===== config.mk =====
export PLATFORM = sky130hd
export DESIGN_NAME = spike_demux
export DESIGN_NICKNAME = d
export VERILOG_FILES = /design/src/rtl/spike_demux.sv
export SDC_FILE = /design/constraint.sdc
export NUM_CORES = 1
export LEC_CHECK = 0
export ABC_AREA = 1
export BUFFER_PORTS_ARGS = -buffer_cell sky130_fd_sc_hd__buf_2
export CORE_UTILIZATION = 63
export CTS_CLUSTER_DIAMETER = 200
export DETAILED_ROUTE_END_ITERATION = 8
export PLACE_DENSITY = 0.8
export REMOVE_ABC_BUFFERS = 1
export SLEW_MARGIN = 20
export SYNTH_ARGS = -nofsm -noshare
export SYNTH_HDL_FRONTEND = slang
export SYNTH_SLANG_ARGS = --single-unit

===== constraint.sdc =====
create_clock -name clk -period 3.4 [get_ports clk]
set_input_delay 0.51 -clock clk [delete_from_list [all_inputs] [get_ports clk]]
set_output_delay 0.51 -clock clk [all_outputs]
set_load 0.01 [all_outputs]

===== src/rtl/spike_demux.sv =====
// spike_demux: routes one column's output to two time-multiplexed networks.
// It also replays each network's captured first-spike times while the other network owns the column.
module spike_demux #(
   parameter int Q  = 2,
   parameter int TW = 4
) (
   input  logic         clk,
   input  logic         rst,
   input  logic         grst,
   input  logic [Q-1:0] spikes_in,
   output logic [Q-1:0] output_spikes1,
   output logic [Q-1:0] output_spikes2,
   output logic         slot_sel
);
   localparam logic [TW-1:0] TMAX = '1;
   logic [TW-1:0]             t_q, t_d;
   logic                      slot_q, slot_d;
   logic [1:0]                own;
   logic [1:0][Q-1:0]         valid_q, valid_d, out_q, out_d, set_v;
   logic [1:0][Q-1:0][TW-1:0] stamp_q, stamp_d;
   always_comb begin
      t_d = grst ? '0 : (t_q == TMAX ? t_q : t_q + 1'b1);
      slot_d = slot_q ^ grst;
      own = {slot_q, ~slot_q};
      valid_d = valid_q;
      stamp_d = stamp_q;
      set_v = '0;
      // own[k] selects live spikes; otherwise replay the stored first-spike time
      for (int k = 0; k < 2; k++) begin
         for (int q = 0; q < Q; q++) begin
            set_v[k][q] = own[k] ? spikes_in[q] : (valid_q[k][q] && t_q == stamp_q[k][q]);
            if (grst && !own[k]) begin
               valid_d[k][q] = 1'b0;
            end else if (!grst && own[k] && spikes_in[q] && !valid_q[k][q]) begin
               valid_d[k][q] = 1'b1;
               stamp_d[k][q] = t_q;
            end
         end
      end
      out_d = grst ? '0 : (out_q | set_v);
   end
   always_ff @(posedge clk or posedge rst) begin
      if (rst) begin
         t_q <= '0;
         slot_q <= 1'b0;
         valid_q <= '0;
         stamp_q <= '0;
         out_q <= '0;
      end else begin
         t_q <= t_d;
         slot_q <= slot_d;
         valid_q <= valid_d;
         stamp_q <= stamp_d;
         out_q <= out_d;
      end
   end
   assign output_spikes1 = out_q[0];
   assign output_spikes2 = out_q[1];
   assign slot_sel = slot_q;
endmodule


======== After elaboration in Yosys (flattened, before gate mapping) ========
Index checks and enable logic that the tools add are counted.
word-level totals
  output and inout port bits .............. 5
  register bits ........................... 29
  logic and storage cells ................. 69
  bits of input ports ..................... 5
cells by class
  equal/unequal tests ..................... 6
  muxes and demuxes ....................... 15
  bitwise logic cells ..................... 5
  reduce and logical (&&, ||, !) cells .... 30
  add/subtract/negate cells ............... 1
operator list
  kind                                          number
  == test 4 bit                                 4
  logical AND 1 bit                             16
  two-way mux 1 bit                             12
  two-way mux 4 bit                             3
  AND reduction 2 bit                           4
  nonzero test 2 bit                            4
  logical NOT 1 bit                             6
  adder 4 x 1 -> 4 bit, second input constant   1
  == test 4 bit, second input constant          1
  bitwise OR 4 bit                              1
  inverter 1 bit                                3
  inequality test 2 bit, second input constant  1
  bitwise XOR 1 bit                             1

======== Logic depth before layout (Yosys ltp) ========
  depth after elaboration ................. 6
  mapped depth ............................ 7
  depth with buffers taken out ............ 6

======== Least setup slack after synthesis ========
Ideal clock, no wire load.
  path type ............................... flip-flop to flip-flop
  from .................................... register slot_q (netlist: slot_sel)
  to ...................................... register stamp_q[10] (netlist bit)
  library setup time ...................... 0.130 ns
  clock period less this slack ............ 1.379 ns
  path slack .............................. 2.021 ns
  cell stages (with the launch flop) ...... 7
  arrival time ............................ 1.249 ns
  path buffers ............................ 0
  required time ........................... 3.270 ns
  cell sequence ........................... dfrtp_1 inv_1 ha_1 inv_1 nand4_1 nand2_1 o21ai_0
between the ends
  word-level cells in the longest chain between the ends .. 4
  elaborated cells between the ends (all ways) .. 7
  classes of those cells .................. bitwise (1); reduce/logical (6)
RTL lines
  item                                                    RTL line  source
  start, declared                                         17        logic slot_q, slot_d;
  start signal, assigned                                  51        slot_q <= slot_d;
  logical AND 1 bit or logical NOT 1 bit (tied branches)  34, 32
  logical AND 1 bit, on equally long branches             34, 32
  logical AND 1 bit or inverter 1 bit (tied branches)     --
  AND reduction 2 bit (no source line) *                  --
  end signal, assigned                                    53        stamp_q <= stamp_d;
  end, declared                                           20        logic [1:0][Q-1:0][TW-1:0] stamp_q, stamp_d;
Mark *: on every way between the ends. The rest lies on a longest branch, timed or not.
A chain may end at the register's enable or synchronous reset.

======== Worst setup path in the final report ========
  from .................................... register slot_q (netlist: slot_sel)
  to ...................................... register stamp_q[11] (netlist bit)
Same word-level chain as after synthesis.

==> metrics <==
outcome finished clean; crit-path leading delay family flip-flops; Synth area leader dfrtp_1; number of global-route vias before repair 1202; latest clock arrival within the worst-skew pair 0.33 ns; cell breakdown of the critical path inv_1 -> ha_1 -> inv_1 -> nand4_1 -> o21ai_0; buffers added on ports 9; DRT Wirelength 3233 um; Fin. Hold Viols 0; drt drc 0; routability congestion estimate from global placement 0.8231; Post-CTS Setup Repair Bufs 0; Cells after DPL 219; share of synthesized area spent on multiplexers 0%; maxcap violations 0; Post-Syn Area 1448 um2; Yosys Warn Count 0; #FFs+latches synth 29; period utilization 49.34%; RSZ-0062 raised after global routing no; post-synthesis sequential area ratio 50.13%; Post-Place Setup Slack 1.686 ns; cell area after layout 1558 um2; Mapped Cells 186; core area 2062 um2; slowest stage delay, CP 0.51 ns; cts bufs inserted 5; CTS max path bufs 2; die span in y 49.94 um; post-layout util 75.55%; Data arrival, critical path 1.91 ns; top cell type's share of synthesized area 50.13%; # IOs 10; Via density 5.511; Layout fillers 166; largest net degree at the start of global routing 30; critical path required time 3.64 ns; Reg area 725.7 um2; compound-cell area share of the yosys netlist 12.71%; H-tree levels 2; clock skew 0.01910 ns; library cells used by synthesis 16; NumNets Final 209; Post-DP Area 1503 um2; Pwr Density 676.7 nW/um2; Worst Slack Setup Final 1.722 ns; Initial Util 70.21%; most numerous cell on the critical path inv_1; Worst Path Max Fanout 9; Setup Viol. Count Final 0; crit path buf inv count 2; row count 16; met3 usage 7.407%; hpwl dp 2289 um; Reg clk slew, reported paths 0.10 ns; initial antenna violation count 0; 1st-iter DRT viols 49; via count 1251; first-pass iteration count of the detailed router 4; Synth Area in Adders 4.322%; Ant. Diodes 0; post-layout min period 1.678 ns; multi-input logic area 593.1 um2; VDD IR max 0.4436 mV; Worst setup SP type register; Area growth, synth to finish 7.606%; Worst Tran Pin Value 0.5877 ns; final slew viol count 0; Layout Cells excl Fill 227; number of antenna-violating nets in the routed design 0; Highest Clock Rate 0.5961 GHz; CTS Hold Bufs 0; CTS tree yes; grt peak-use layer met2; synthesized area per cell 7.783 um2; Setup Total Neg Slack 0 ns; combinational family with the most area after synthesis simple AND/OR/NAND/NOR gates; Root Buffer clkbuf_4; Slew HR 60.76%; most common cell after layout, fill and taps aside nand2_1; grt ovf 0; Sink Count 29; most frequent cells in the layout nand2_1, dfrtp_1, inv_1, o21ai_0, nor2_1; Hold Path Class in2async; Chip Width 49.94 um; top cells by area, synth dfrtp_1, nand2_1, o21ai_0; Pleak 0.7911 nW; xor/xnor cell area share of the yosys netlist 0.6050%; post-synthesis simple-gate area fraction 23.34%; first-pass GRT wire length 5478 um; Worst path slowest cell dfrtp_1; crit path capture type register; worst setup path class reg2reg; post-CTS sizing 0; Overall Global Routing Usage 30.67%; Routed wire per std cell 14.24 um; share of cells above drive strength 1 11.50%; M2 GR Usage 53.60%; met1 Use GR 35.50%; die area 2494 um2
metrics by stage:
step	power [mW]	hold slack (ns)
floorplan	0.7503	0.4530
global placement	0.8327	0.4679
detailed placement	0.8542	0.4862
CTS	1.055	0.4158
global route	1.135	0.2828
finish	1.054	0.2230
flip-flops by register name, indices dropped and copies added (netlist names):
name            cells
valid_q             4
t_q                 4
slot_sel            1
output_spikes2      2
output_spikes1      2
stamp_q            16
final timing paths:
kind,from,end,slack [ns],cells after the start
hold / removal,rst,output_spikes2[1],0.22,2
max in group asynchronous,rst,stamp_q[1],2.77,2
setup reg to reg,slot_sel,stamp_q[11],1.72,5
setup / recovery,slot_sel,stamp_q[11],1.72,5
hold reg to reg,stamp_q[15],stamp_q[15],0.51,2
min in group clk,grst,output_spikes2[1],0.41,2
layout make-up:
cell class / instances / share of cell area, %
Clock buffer: 5 / 2.410
Clock inverter: 3 / 1.125
Inverter: 28 / 6.747
Multi-Input combinational cell: 126 / 38.07
Sequential cell: 29 / 46.59
Tap cell: 27 / 2.169
Timing Repair Buffer: 9 / 2.892
power breakdown:
part           switching (mW)  total, mW  internal [mW]
Combinational           0.198      0.320          0.122
Clock                   0.125      0.203         0.0778
Sequential             0.0856      0.531          0.446
Total                   0.409       1.05          0.645
cell families (layout without fill, tap and decap cells):
family	Yosys count	in the layout
buffers and inverters	31	45
and+or+nand+nor	84	84
adders and majority gates	5	5
xor gates and xnor gates	1	1
AOI/OAI and AO/OA	36	36
DFF	29	29
cell usage after synthesis:
| library cell | count |
|---|---|
| buf_6 | 1 |
| a21oi_1 | 11 |
| nor2_1 | 14 |
| dfrtp_1 | 29 |
| nand2_2 | 1 |
| inv_1 | 25 |
| xor2_1 | 1 |
| o21ai_0 | 24 |
| nand4_1 | 4 |
| nand3_1 | 8 |
| inv_2 | 3 |
| ha_1 | 5 |
| a21oi_2 | 1 |
| clkbuf_2 | 1 |
| buf_4 | 1 |
| nand2_1 | 57 |
routing by layer:
metal  wire length, um  share of wire, %  up-vias
met5                 0                 0        -
met4                42               1.3        0
met3               142               4.4        6
met2              1716                53       35
met1              1331                41      598
li1                  -                 -      612
worst register-to-register path, delay by kind of cell (launching register included):
| kind | cells | cell delay [ns] |
|---|---|---|
| buffers and inverters | 2 | 0.26 |
| flip-flops | 1 | 0.51 |
| AND/OR/NAND/NOR | 1 | 0.26 |
| AO/OA/AOI/OAI | 1 | 0.31 |
| adder cells (fa/ha/maj) | 1 | 0.25 |
(Power assumes the default switching activity.)
